### src/rtl/io_request_controller.sv
// CPU input-request sequencer: switch bank qualified by a debounced enter key, or USART word.
// Optional USART receive timeout is compiled in with `define IO_TIMEOUT_EN.
module io_request_controller #(
    parameter int DEBOUNCE_CYC = 16,
    parameter int TIMEOUT_CYC  = 4096,
    parameter int CNT_W        = 16
) (
    input  logic        clk,
    input  logic        rst,
    input  logic        req_in,
    input  logic        req_usart,
    input  logic        chave,
    input  logic [7:0]  dados_sw,
    input  logic [31:0] dado_usart,
    input  logic        dado_pronto,
    output logic        habilitar_usart,
    output logic        stall,
    output logic [31:0] dado_cpu,
    output logic        ack,
    output logic        timeout_err
);

    typedef enum logic [2:0] {
        IDLE,
        KEY_PRESS,
        KEY_RELEASE,
        USART_WAIT,
        ACK
    } state_t;

    localparam logic [CNT_W-1:0] DB_LAST = CNT_W'(DEBOUNCE_CYC - 1);
    localparam logic [CNT_W-1:0] CNT_ONE = {{(CNT_W-1){1'b0}}, 1'b1};

    state_t           state, state_nxt;
    logic             chave_p0, chave_p1;
    logic             key_db;
    logic             seen_low;
    logic [CNT_W-1:0] db_cnt;
    logic [CNT_W-1:0] cnt;
    logic             ld_sw, ld_usart, ld_to;

    function automatic logic [CNT_W-1:0] sat_inc(input logic [CNT_W-1:0] v);
        return (&v) ? v : v + CNT_ONE;
    endfunction

    // Stage p0/p1: two-flop synchroniser, then debounce on the synced level
    always_ff @(posedge clk) begin
        if (rst) begin
            chave_p0 <= 1'b0;
            chave_p1 <= 1'b0;
            key_db   <= 1'b0;
            db_cnt   <= '0;
        end else begin
            chave_p0 <= chave;
            chave_p1 <= chave_p0;
            if (chave_p1 == key_db) begin
                db_cnt <= '0;
            end else if (db_cnt >= DB_LAST) begin
                key_db <= chave_p1;
                db_cnt <= '0;
            end else begin
                db_cnt <= sat_inc(db_cnt);
            end
        end
    end

    // A press only counts once the key has been seen released inside KEY_PRESS
    always_ff @(posedge clk) begin
        if (rst) begin
            state    <= IDLE;
            cnt      <= '0;
            seen_low <= 1'b0;
        end else begin
            state    <= state_nxt;
            cnt      <= (state_nxt != state) ? '0 : sat_inc(cnt);
            seen_low <= (state == KEY_PRESS) && (seen_low || !key_db);
        end
    end

`ifdef IO_TIMEOUT_EN
    localparam logic [CNT_W-1:0] TO_LAST = CNT_W'(TIMEOUT_CYC - 1);
`endif

    always_comb begin
        state_nxt       = state;
        stall           = 1'b0;
        habilitar_usart = 1'b0;
        ack             = 1'b0;
        ld_sw           = 1'b0;
        ld_usart        = 1'b0;
        ld_to           = 1'b0;
        case (state)
            IDLE: begin
                stall = req_in | req_usart;
                if (req_in) begin
                    state_nxt = KEY_PRESS;
                end else if (req_usart) begin
                    state_nxt = USART_WAIT;
                end
            end
            KEY_PRESS: begin
                stall = 1'b1;
                if (!req_in) begin
                    state_nxt = IDLE;
                end else if (key_db && seen_low) begin
                    ld_sw     = 1'b1;
                    state_nxt = KEY_RELEASE;
                end
            end
            KEY_RELEASE: begin
                stall = 1'b1;
                if (!req_in) begin
                    state_nxt = IDLE;
                end else if (!key_db) begin
                    state_nxt = ACK;
                end
            end
            USART_WAIT: begin
                stall           = 1'b1;
                habilitar_usart = 1'b1;
                if (!req_usart) begin
                    state_nxt = IDLE;
                end else if (dado_pronto) begin
                    ld_usart  = 1'b1;
                    state_nxt = ACK;
                end
`ifdef IO_TIMEOUT_EN
                else if (cnt == TO_LAST) begin
                    ld_to     = 1'b1;
                    state_nxt = ACK;
                end
`endif
            end
            ACK: begin
                ack       = 1'b1;
                state_nxt = IDLE;
            end
            default: state_nxt = IDLE;
        endcase
    end

    always_ff @(posedge clk) begin
        if (rst) begin
            dado_cpu <= '0;
        end else if (ld_sw) begin
            dado_cpu <= {24'd0, dados_sw};
        end else if (ld_usart) begin
            dado_cpu <= dado_usart;
        end else if (ld_to) begin
            dado_cpu <= 32'hFFFF_FFFF;
        end
    end

`ifdef IO_TIMEOUT_EN
    always_ff @(posedge clk) begin
        if (rst) begin
            timeout_err <= 1'b0;
        end else if (ld_to) begin
            timeout_err <= 1'b1;
        end
    end
`else
    assign timeout_err = 1'b0;
`endif

endmodule

### config.mk
export PLATFORM = sky130hd
export DESIGN_NAME = io_request_controller
export DESIGN_NICKNAME = d
export VERILOG_FILES = /design/src/rtl/io_request_controller.sv
export SDC_FILE = /design/constraint.sdc
export NUM_CORES = 1
export LEC_CHECK = 0
export BUFFER_PORTS_ARGS = -buffer_cell sky130_fd_sc_hd__buf_4
export CAP_MARGIN = 20
export CORE_UTILIZATION = 47
export CTS_CLUSTER_DIAMETER = 100
export CTS_CLUSTER_SIZE = 25
export DETAILED_ROUTE_END_ITERATION = 12
export PLACE_DENSITY_LB_ADDON = 0.05
export SLEW_MARGIN = 40
export SYNTH_ARGS = -nofsm -noshare
export SYNTH_HDL_FRONTEND = slang
export SYNTH_SLANG_ARGS = --single-unit
### constraint.sdc
create_clock -name clk -period 1.95 [get_ports clk]
set_input_delay 0.195 -clock clk [delete_from_list [all_inputs] [get_ports clk]]
set_output_delay 0.195 -clock clk [all_outputs]
set_load 0.005 [all_outputs]
==> results of run 1 <==
## per-layer routing
layer	wire length, um	GRT usage [%]	up-vias
met5	0	0	-
met4	64	7.81	0
met3	298	7.00	7
met2	2130	31.5	54
met1	1840	22.9	825
li1	-	-	940
## cell type report
type	count	area (um2)	area share, %
sequential	55	1100	39.3
multi-input combinational	157	857	30.6
timing repair buffer	86	646	23.1
clock buffer	6	72.6	2.59
tap	50	62.6	2.23
inverter	13	48.8	1.74
clock inverter	2	12.5	0.447
## layout by cell type (no fill, tap or decap), drive strengths merged
cell | Yosys | layout
ha | 1 | 1
and4bb | 1 | 1
clkinv | 1 | 2
a21oi | 36 | 36
inv | 12 | 12
clkbuf | 3 | 6
dfxtp | 55 | 55
nor2 | 7 | 7
xnor2 | 1 | 1
nor4 | 5 | 5
nand4b | 1 | 1
buf | 11 | 86
conb | 1 | 13
or4b | 1 | 1
o221ai | 8 | 8
or3 | 4 | 4
nor4b | 1 | 1
nand2 | 51 | 51
clkinvlp | 0 | 1
nand4 | 4 | 4
nand3 | 4 | 4
a2bb2oi | 1 | 1
and2 | 2 | 2
nor3b | 1 | 1
o21ai | 2 | 2
nand2b | 2 | 2
nor2b | 4 | 4
or2 | 1 | 1
mux2i | 3 | 3
o211ai | 1 | 1
a211oi | 2 | 2
## sequential cells by signal, summed over array words and instances (netlist names)
| signal | flops |
|---|---|
| dado_cpu | 32 |
| db_cnt | 16 |
| state | 3 |
| chave_p0 | 1 |
| chave_p1 | 1 |
| key_db | 1 |
| seen_low | 1 |
## worst register-to-register path, stage by stage, from the launching register on
cell and delay, ps:
dfxtp_1 480, nand4b_1 200, or2_1 330, buf_4 330
nand2_1 100, a21oi_1 140
## final timing paths
kind | from | endpoint | slack [ps] | cells after the start
worst min register to register | chave_p0 | chave_p1 | 440 | 1
worst min-delay path | chave | chave_p0 | 100 | 2
worst max-delay path | state[2] | dado_cpu[23] | 310 | 5
worst max register to register | state[2] | dado_cpu[23] | 310 | 5
## cell families (layout without fill, tap and decap cells)
group / Yosys count / in the layout / share of synthesized area, %
compound gates: 50 / 50 / 16.0
xor+xnor: 1 / 1 / 0.428
fa+ha+maj: 1 / 1 / 0.611
buf+inv: 27 / 107 / 6.54
flops: 55 / 55 / 53.8
mux: 3 / 3 / 1.47
other cells: 1 / 13 / 0.183
simple gates: 89 / 89 / 21.0
## synthesized netlist by cell type (all sizes together), types with 2 or more instances
| cell | number | area share [%] |
|---|---|---|
| a21oi | 36 | 10 |
| buf | 11 | 3.5 |
| nand2 | 51 | 9.4 |
| clkbuf | 3 | 0.61 |
| nand4 | 4 | 1.2 |
| inv | 12 | 2.2 |
| dfxtp | 55 | 54 |
| o221ai | 8 | 3.4 |
| o21ai | 2 | 0.49 |
| nor4 | 5 | 1.5 |
| nand3 | 4 | 1.2 |
| nor2b | 4 | 1.2 |
| nand2b | 2 | 0.61 |
| or3 | 4 | 1.2 |
| nor2 | 7 | 1.3 |
| and2 | 2 | 0.73 |
| a211oi | 2 | 0.98 |
| mux2i | 3 | 1.5 |
## power by group
group          switching, mW  internal, mW  leakage, nW
sequential            0.0431          1.17        0.449
combinational          0.121         0.162        0.674
clock                  0.350         0.252       0.0412
==> results.ini, run 1 <==
[synthesis]
synth_seq_cells=55
synth_flop_cell=dfxtp_1
synthCells=227
synth-edff-count=0
ys_seq_area_share_pct=53.8
syn_avg_cell_area_um2=9.02
async_flop_share_pct=0
ys_warn_count=0
post_synth_num_cell_types=37
netlist_area_mm2=0.00205

[final_layout]
diodes=0
fillCellCount=369
design_area_mm2=0.00280
syn2layout_area_growth_pct=36.8
layout.cells.non_filler=369
final_util_pct=68.5
drive_above_1_share_pct=32.9
nNetsFinal=365

[setup_path]
path_class=register to register
crit_fanout=23
cp-end-kind=register
critical_path_arrival_ps=1880
cp.required_ps=2190
path_buf_inv=1
cp_top_family=simple AND/OR/NAND/NOR gates
crit_chain=nand4b_1 -> or2_1 -> buf_4 -> nand2_1 -> a21oi_1
cp_slowest_stage_delay_ps=480
cp_slowest_cell=dfxtp_1
crit_path_start_kind=register

[timing]
fmax_ghz=0.608
fin_crit_sh_pct=84.3
rsz0062_at_grt=no
skew_ps=4.14
hold_viol=0
worst_slack_ps=306
fin_crit_ps=1640
maxSlewViolCount=0
final.setup.tns_ps=0
finalSetupViolations=0
holdWs_ps=98.0

[clock_network]
path_clk_slew_ps=90
cts_buffer_depth=2
numCtsBuffers=5
clock_latency_ps=300
h-tree-depth=2
cts_setup_buffers=0
ctsHoldBuffers=0
clock-sinks=55
ctsResizeCount=0
clock-root-buffer=clkbuf_8
cts_tree=built

[power]
power_leakage_nw=1.16
max-vdd-ir-drop_mv=0.410
power_mw=2.10
p_per_area_mw_per_mm2=750

[placed_design]
hpwl_um=3170
placed_area_mm2=0.00272
place_ws_ps=335
gp_routability_congestion=0.735
dp.cells=361
portBuffers=80

[route]
post_drt_wl_per_cell_um=11.7
viasPerCell=4.95
routed_wl_um=4330
drt_iter0_markers=62
drc=0
num_vias=1826
drtAntennaViolNets=0
drt_pass1_iterations=4

[global_route]
grt_pass1_vias=1542
overflow=0
grt_pass1_wl_um=6640
grt_max_degree=25
grt_antenna_before_repair=0
gr-usage-all-layers_pct=19.3

[outcome]
status=finished clean

[floorplanning]
die-height_um=68.0
core_area_mm2=0.00409
ios=82
dieWidth_um=68.0
rows=23
start_util_pct=50.1
die_area_mm2=0.00462

[flow_run]
maxCapViolCount=0

[min_path]
holdCritPathClass=input pin to register

(Power assumes the default switching activity.)
==> run 2: changes to the inputs <==
--- a/config.mk
+++ b/config.mk
@@ -7,7 +7,7 @@
 export LEC_CHECK = 0
 export BUFFER_PORTS_ARGS = -buffer_cell sky130_fd_sc_hd__buf_4
 export CAP_MARGIN = 20
-export CORE_UTILIZATION = 47
+export CORE_UTILIZATION = 43
 export CTS_CLUSTER_DIAMETER = 100
 export CTS_CLUSTER_SIZE = 25
 export DETAILED_ROUTE_END_ITERATION = 12
==> constraint.sdc (replaced) <==
create_clock -name clk -period 1.5 [get_ports clk]
set_input_delay 0.15 -clock clk [delete_from_list [all_inputs] [get_ports clk]]
set_output_delay 0.15 -clock clk [all_outputs]
set_load 0.005 [all_outputs]
==> results.ini, run 2 (synthesis gave the netlist of run 1 again) <==
[outcome]
status=complete, but fails checks
violations=design-rule violations

[clock_network]
numCtsBuffers=5
cts_buffer_depth=2
h-tree-depth=2
clock-root-buffer=clkbuf_8
clock_latency_ps=300
clock-sinks=55
cts_tree=built
path_clk_slew_ps=100
cts_setup_buffers=0

[timing]
fmax_ghz=0.701
maxSlewViolCount=0
hold_viol=0
worst_slack_ps=73.3
skew_ps=9.51
fin_crit_ps=1430
fin_crit_sh_pct=95.1
finalSetupViolations=0

[route]
post_drt_wl_per_cell_um=11.9
num_vias=1794
topRoutingLayerUsed=met4
met1Wirelength_um=2030
drt_iter0_markers=39
drtAntennaViolNets=0
routed_wl_um=4440
met2_length_um=2070
viasPerCell=4.80
drc=6
met3_length_um=292
drt_pass1_iterations=8

[power]
power_leakage_nw=1.22
max-vdd-ir-drop_mv=0.601
p_per_area_mw_per_mm2=1020

[floorplanning]
dieWidth_um=71.0
rows=24
ios=82
start_util_pct=45.7
core_area_mm2=0.00447
die_area_mm2=0.00504
die-height_um=71.0

[placed_design]
placed_area_mm2=0.00278
hpwl_um=3090
gp_routability_congestion=0.788
place_ws_ps=74.7
portBuffers=80
dp.cells=366

[global_route]
gr-usage-all-layers_pct=18.5
overflow=0
grt_max_degree=25
grt_pass1_vias=1644
grt_antenna_before_repair=0
grt_pass1_wl_um=7240

[setup_path]
cp.required_ps=1730
critical_path_arrival_ps=1650
crit_fanout=6
rrSetupSlack_ps=70
path_class=register to register
crit_path_start_kind=register
cp-end-kind=register

[final_layout]
largest_reg_flops=32
syn2layout_area_growth_pct=44.2
design_area_mm2=0.00295
final_common_cell=buf_4
nNetsFinal=368
top_register=dado_cpu
top_regs=dado_cpu x32, db_cnt x16, state x3
final_util_pct=66.0
layout.cells.non_filler=374
layout_common_cells=buf_4 (86), dfxtp_1 (54), nand2_1 (51), a21oi_1 (28), conb_1 (13)
diodes=0
fillCellCount=380
drive_above_1_share_pct=36.6

[min_path]
holdCritPathClass=input pin to register

[flow_run]
maxCapViolCount=0

[run 2: layout make-up]
cell class                 count  area, um2  share of cell area (%)
clock buffer                   6       82.6                    2.80
clock inverter                 2       38.8                    1.31
sequential                    55       1100                    37.3
timing repair buffer          89        706                    23.9
tap                           52       65.1                    2.20
inverter                      13       48.8                    1.65
multi-input combinational    157        908                    30.8
[run 2: worst max-delay path: stages (launching register included)]
cell and delay (ps):
dfxtp_2 350, or3_1 380, a211oi_2 250, nand2b_1 180
mux2i_1 190
[run 2: metrics by stage]
| step | hold WS, ps | TNS [ps] | power (mW) |
|---|---|---|---|
| floorplan | 278 | 0 | 1.82 |
| global placement | 361 | 0 | 2.01 |
| detailed placement | 369 | 0 | 2.01 |
| CTS | 36.4 | 0 | 3.04 |
| global route | 54.3 | -18.3 | 3.17 |
| finish | 48.3 | 0 | 3.02 |
[run 2: power breakdown]
group,total [mW],switching (mW),leakage [nW],internal [mW]
logic,0.421,0.177,0.709,0.245
registers,1.58,0.0504,0.449,1.53
clock network,1.03,0.476,0.0618,0.549
total,3.02,0.703,1.22,2.32
[run 2: timing repair]
item / in CTS / in global routing
setup endpoints to repair: 0 / 25
hold buffers: 0 / 0
resized for setup: 0 / 10
[run 2: final timing paths]
path	from	to	cells after the start
setup / recovery	state[1]	state[1]	4
hold / removal	chave	chave_p0	2
setup reg to reg	state[1]	state[1]	4
hold reg to reg	chave_p0	chave_p1	1
[run 2: per-layer routing]
metal  vias up  global-route usage [%]
met2        51                    30.7
met5         -                       0
li1        945                       -
met4         0                    6.00
met3         4                    7.55
met1       794                    21.8
